<file path="src/rtl/regfile_mp_if.sv">
// Bus bundle for the multi-port register file: read ports, write port,
// bulk-clear handshake and the mirrored register output.
interface regfile_mp_if #(
  parameter int DATA_W = 32,
  parameter int ADDR_W = 5,
  parameter int NRD    = 2
);
  logic [NRD*ADDR_W-1:0] rd_addr;
  logic [NRD*DATA_W-1:0] rd_data;
  logic                  wr_en;
  logic [ADDR_W-1:0]     wr_addr;
  logic [DATA_W-1:0]     wr_data;
  logic                  clr_req;
  logic                  busy;
  logic [DATA_W-1:0]     ret_data;

  modport master (
    output rd_addr, wr_en, wr_addr, wr_data, clr_req,
    input  rd_data, busy, ret_data
  );

  modport slave (
    input  rd_addr, wr_en, wr_addr, wr_data, clr_req,
    output rd_data, busy, ret_data
  );
endinterface

</file>
<file path="src/rtl/regfile_mp.sv">
// Multi-read-port register file with write bypass, optional hard-wired zero
// register and a one-register-per-cycle bulk clear sweep.
module regfile_mp #(
  parameter int DATA_W   = 32,
  parameter int ADDR_W   = 5,
  parameter int NRD      = 2,
  parameter int RET_IDX  = (2**ADDR_W) - 1,
  parameter int ZERO_REG = 1
) (
  input  logic       clk,
  input  logic       rst,
  regfile_mp_if.slave bus
);
  localparam int DEPTH = 2**ADDR_W;
  localparam logic [ADDR_W-1:0] RET_A = ADDR_W'(RET_IDX);

  typedef enum logic {IDLE, CLEAR} state_t;

  state_t              state_reg, state_next;
  logic [ADDR_W-1:0]   cnt_reg, cnt_next;
  logic                busy_reg;
  logic [DATA_W-1:0]   mem [DEPTH];

  logic                wr_hit;
  logic                we;
  logic [ADDR_W-1:0]   we_addr;
  logic [DATA_W-1:0]   we_data;

  always_ff @(posedge clk or negedge rst) begin
    if (!rst) begin
      state_reg <= IDLE;
      cnt_reg   <= '0;
      busy_reg  <= 1'b0;
    end else begin
      state_reg <= state_next;
      cnt_reg   <= cnt_next;
      busy_reg  <= (state_next == CLEAR);
    end
  end

  always_comb begin
    state_next = state_reg;
    cnt_next   = cnt_reg;
    case (state_reg)
      IDLE: begin
        if (bus.clr_req) begin
          state_next = CLEAR;
          cnt_next   = '0;
        end
      end
      CLEAR: begin
        cnt_next = cnt_reg + ADDR_W'(1);
        if (&cnt_reg) state_next = IDLE;
      end
      default: state_next = IDLE;
    endcase
  end

  // The sweep owns the single write port while clearing; user writes are dropped.
  always_comb begin
    wr_hit  = 1'b0;
    we      = 1'b0;
    we_addr = bus.wr_addr;
    we_data = bus.wr_data;
    case (state_reg)
      IDLE: begin
        wr_hit = bus.wr_en && !((ZERO_REG != 0) && (bus.wr_addr == '0));
        we     = wr_hit;
      end
      CLEAR: begin
        we      = 1'b1;
        we_addr = cnt_reg;
        we_data = '0;
      end
      default: ;
    endcase
  end

  always_ff @(posedge clk or negedge rst) begin
    if (!rst) begin
      for (int i = 0; i < DEPTH; i++) mem[i] <= '0;
    end else if (we) begin
      mem[we_addr] <= we_data;
    end
  end

  wire [NRD*DATA_W-1:0] rd_flat;

  generate
    for (genvar gi = 0; gi < NRD; gi++) begin : g_rd
      logic [ADDR_W-1:0] addr;
      logic [DATA_W-1:0] word;

      assign addr = bus.rd_addr[gi*ADDR_W +: ADDR_W];

      always_comb begin
        if ((ZERO_REG != 0) && (addr == '0))
          word = '0;
        else if (wr_hit && (bus.wr_addr == addr))
          word = bus.wr_data;
        else
          word = mem[addr];
      end

      assign rd_flat[gi*DATA_W +: DATA_W] = word;
    end
  endgenerate

  assign bus.rd_data  = rd_flat;
  assign bus.ret_data = mem[RET_A];
  assign bus.busy     = busy_reg;
endmodule

</file>
<file path="src/flat_wrapper.sv">
// flat-port wrapper written by rule: the top's interface ports become plain ports
module regfile_mp_flat 
#(
  parameter int DATA_W   = 32,
  parameter int ADDR_W   = 5,
  parameter int NRD      = 2,
  parameter int RET_IDX  = (2**ADDR_W) - 1,
  parameter int ZERO_REG = 1
)
  (clk, rst, bus_rd_addr, bus_wr_en, bus_wr_addr, bus_wr_data, bus_clr_req, bus_rd_data, bus_busy, bus_ret_data);
  regfile_mp_if #(.DATA_W(DATA_W), .ADDR_W(ADDR_W), .NRD(NRD)) bus_i ();
  input  logic clk;
  input  logic rst;
  input wire logic [$bits(bus_i.rd_addr)-1:0] bus_rd_addr;
  input wire logic [$bits(bus_i.wr_en)-1:0] bus_wr_en;
  input wire logic [$bits(bus_i.wr_addr)-1:0] bus_wr_addr;
  input wire logic [$bits(bus_i.wr_data)-1:0] bus_wr_data;
  input wire logic [$bits(bus_i.clr_req)-1:0] bus_clr_req;
  output wire logic [$bits(bus_i.rd_data)-1:0] bus_rd_data;
  output wire logic [$bits(bus_i.busy)-1:0] bus_busy;
  output wire logic [$bits(bus_i.ret_data)-1:0] bus_ret_data;
  assign bus_i.rd_addr = bus_rd_addr;
  assign bus_i.wr_en = bus_wr_en;
  assign bus_i.wr_addr = bus_wr_addr;
  assign bus_i.wr_data = bus_wr_data;
  assign bus_i.clr_req = bus_clr_req;
  assign bus_rd_data = bus_i.rd_data;
  assign bus_busy = bus_i.busy;
  assign bus_ret_data = bus_i.ret_data;
  regfile_mp #(.DATA_W(DATA_W), .ADDR_W(ADDR_W), .NRD(NRD), .RET_IDX(RET_IDX), .ZERO_REG(ZERO_REG)) u_core (.clk(clk), .rst(rst), .bus(bus_i));
endmodule
</file>
<file path="config.mk">
export PLATFORM = sky130hd
export DESIGN_NAME = regfile_mp_flat
export DESIGN_NICKNAME = d
export VERILOG_FILES = /design/src/rtl/regfile_mp_if.sv /design/src/rtl/regfile_mp.sv /design/src/flat_wrapper.sv
export SDC_FILE = /design/constraint.sdc
export NUM_CORES = 2
export LEC_CHECK = 0
export CORE_ASPECT_RATIO = 0.9
export CORE_MARGIN = 2
export CORE_UTILIZATION = 50
export CTS_BUF_LIST = sky130_fd_sc_hd__clkbuf_4
export DETAILED_ROUTE_END_ITERATION = 10
export PLACE_DENSITY_LB_ADDON = 0.05
export SLEW_MARGIN = 20
export SYNTH_ARGS = -nofsm -noshare
export SYNTH_HDL_FRONTEND = slang
export SYNTH_SLANG_ARGS = --single-unit
</file>
<file path="constraint.sdc">
create_clock -name clk -period 4 [get_ports clk]
set_clock_uncertainty 0.2 [all_clocks]
set_input_delay 0.6 -clock clk [delete_from_list [all_inputs] [get_ports clk]]
set_output_delay 0.6 -clock clk [all_outputs]
set_load 0.005 [all_outputs]
</file>
==> run metrics <==
status finished clean; Routed WL per cell between 20 and 30 microns; max-slew violation count 0; # IOs 148; fin crit share between 90 and 100%; r2r setup slk between 1 and 1.5 ns; Worst-Margin Slew 1.10 ns; share of layout cells above drive strength 1 30.1%; hold path start bus_wr_data[24]; Yosys warnings 0; Hold EP u_core.mem[728]$_DFFE_PN0P_; number of flops mapped to enable cells by yosys 0; Clock Sinks 1,030; Yosys top cell area share 46.7%; IO buf count 147; Initial Util 50.5%; Slew HR 26.5%; crit path DAT 3.18 ns; Adder-Cell Fraction of Synth Area less than 1%; TritonCTS buffer count roughly 300; reg2reg start u_core.state_reg$_DFF_PN0_; Worst IR Drop VDD 0.000370 V; crit end category output pin; Storage cell area 25,800 sq um; Syn Inst Count ~5,000; Leakage 28.3 nW; routability cong. about 0.95; simple logic cell fraction of the synthesized area 11.2%; Core Region 109,000 sq um; power density over the cells roughly 630 nW/um^2; Fin. Hold Viols 0; register area share after synthesis between 40 and 50%; final core utilization 59.1%; max frequency 251 MHz; Mapped Area around 55,000 sq um; Synth Flop Type dfrtp_1; row cnt ~120; R2R depth 8; syn_area_per_cell 10.8 sq um; vias in the first global route around 44,000; CP max FO 7; largest net degree at the start of global routing 114; cell taking the most area after synthesis dfrtp_1; drt pass-1 iters 5; die width 354 microns; multi-input logic area 27,500 sq um; sum of negative setup slack 0 ns; Clock Tree Buf Depth 4; Worst R2R End u_core.mem[764]$_DFFE_PN0P_; CTS tree done; CTS root buffer clkbuf_4; most frequent cells after synthesis dfrtp_1 (1,030), nand2_1 (1,010), o21ai_1 (561); H-tree levels 5; post-route ant nets 0; crit start category flip-flop; Hold Path Stages 4; post-route insts no fill around 7,100; Synth Area in Compound Gates 15.1%; fillers 9,462; Place WS -0.695 ns; worst setup path class reg2out; Reg clk slew, reported paths ~0.080 ns; Final min period 3.98 ns; max reg flops 992; first-pass GRT wire length 289,000 microns; post-DP HPWL 123,000 microns; required time of the critical path 3.20 ns; GRT Resource Usage Total 34.5%; unrepaired setup endpoints after global routing yes; initial antenna violation count 4; # setup viols final 0; multiplexer share of the synthesized area roughly a fifth; die height roughly 320 microns; Vias 43,561; fraction of registers with async set or reset after synthesis 100%; Seq cells post-synth 1,030; Min-Delay Path Class in2reg; Routed WL 194,000 microns; PnR Total Power 40.9 mW; die area 113,000 sq um; post-synthesis cell type count 65; MaxCap Viol Count 0; worst skew pair latency 1.23 ns; DRC Markers 0; synth top area cells dfrtp_1 (47%), mux4_2 (16%), nand2_1 (6.9%); main combinational cell family by area after synthesis multiplexers; placed cells 6,565; PnR worst setup slack 0.0185 ns; most numerous cell in the Yosys netlist dfrtp_1; P&R area growth vs syn 17.1%; Nets 5,507; DRT iter0 DRCs between 3,000 and 4,000; post-DR vias/cell 6.12; xor/xnor cell area share of the yosys netlist 0.190%; Syn Nets 5,172; grt total ovfl 0
-- critical path: stages (launching register included) --
cell      delay, ns
dfrtp_2        0.40
nand2b_4       0.15
a31oi_4        0.19
and4_4         0.28
buf_4          0.12
buf_12         0.14
buf_4          0.14
nor3_4         0.05
buf_4          0.15
nor3_2         0.17
buf_2          0.14
-- kinds of logic (layout without fill, tap and decap cells) --
logic type,Yosys count,in the layout
buffers and inverters,555,1081
AOI/OAI and AO/OA,1409,1409
adders and majority gates,2,2
other,0,10
muxes,670,670
and+or+nand+nor,1441,1441
xor gates and xnor gates,12,12
DFF,1030,1030
-- final cells by class --
| cell class | instances | share of cell area [%] |
|---|---|---|
| clock inverter | 57 | 0.627 |
| multi-input combinational | 3534 | 42.6 |
| clock buffer | 438 | 5.09 |
| inverter | 3 | 0.0174 |
| tap | 1462 | 2.83 |
| antenna | 10 | 0.0387 |
| timing repair buffer | 583 | 8.89 |
| sequential | 1030 | 39.9 |
-- layer usage --
layer | wire (microns) | vias to the layer above | part of all wire [%] | track usage [%]
met2 | 90500 | 1787 | 47 | 54.2
met5 | 9 | - | 0.0046 | 0
li1 | - | 19519 | - | -
met1 | 79100 | 21803 | 41 | 45.2
met4 | 9100 | 2 | 4.7 | 16.6
met3 | 15200 | 450 | 7.8 | 8.19
-- what timing repair did --
item / 4_1_cts / 5_1_grt
resized for setup: 424 / 65
hold buffers: 4 / 0
endpoints found under the hold margin: 954 / 0
endpoints found under the setup margin: 64 / 57
pin swaps: 83 / 20
gates cloned: 6 / 1
buffers inserted: 51 / 7
-- power by group --
group | switching [mW] | internal (mW) | total (mW)
combinational | 7.31 | 6.33 | 13.6
sequential | 3.01 | 14.2 | 17.2
clock | 4.62 | 5.43 | 10.0
-- metrics by stage --
| step | hold slack (ns) | cell area (sq um) |
|---|---|---|
| final | 0.154 | 64600 |
| after global routing | 0.133 | 64600 |
| after CTS | 0.0419 | 64500 |
| after detailed placement | 0.286 | 59300 |
| after global placement | 0.274 | 59300 |
| after floorplan | 0.104 | 55200 |
-- cells in the final DEF (no fill, tap or decap), types with 17 or more instances in the layout --
cell,n
dfrtp_1,1028
nand2_1,1000
o21ai_1,574
clkbuf_4,438
mux4_2,384
o21ai_0,382
buf_4,331
mux2i_1,218
nor2_1,123
buf_12,78
o21ai_2,74
clkdlybuf4s50_1,73
nor2b_1,67
mux2_2,64
nor3_1,54
clkinv_1,41
o22ai_1,39
nand2b_1,37
buf_2,36
nor3_2,34
a22oi_1,34
a22o_1,32
o211a_1,31
a211o_1,31
a21oi_2,30
a221o_1,30
o221ai_1,29
a21oi_1,28
nand2_4,22
buf_6,22
o22ai_2,19
nor4_1,18
a21oi_4,18
a211oi_1,17
-- worst max path at each step --
stage               slack [ns]                   startpoint         endpoint
global route             -0.08  u_core.mem[780]$_DFFE_PN0P_  bus_rd_data[12]
CTS                       -0.1   u_core.state_reg$_DFF_PN0_  bus_rd_data[13]
global placement         -0.70               bus_rd_addr[2]  bus_rd_data[16]
floorplan                 1.09               bus_rd_addr[5]  bus_rd_data[35]
finish                    0.02   u_core.state_reg$_DFF_PN0_  bus_rd_data[13]
detailed placement       -0.70               bus_rd_addr[2]  bus_rd_data[16]
No activity file was read; power rests on OpenSTA's default activity.
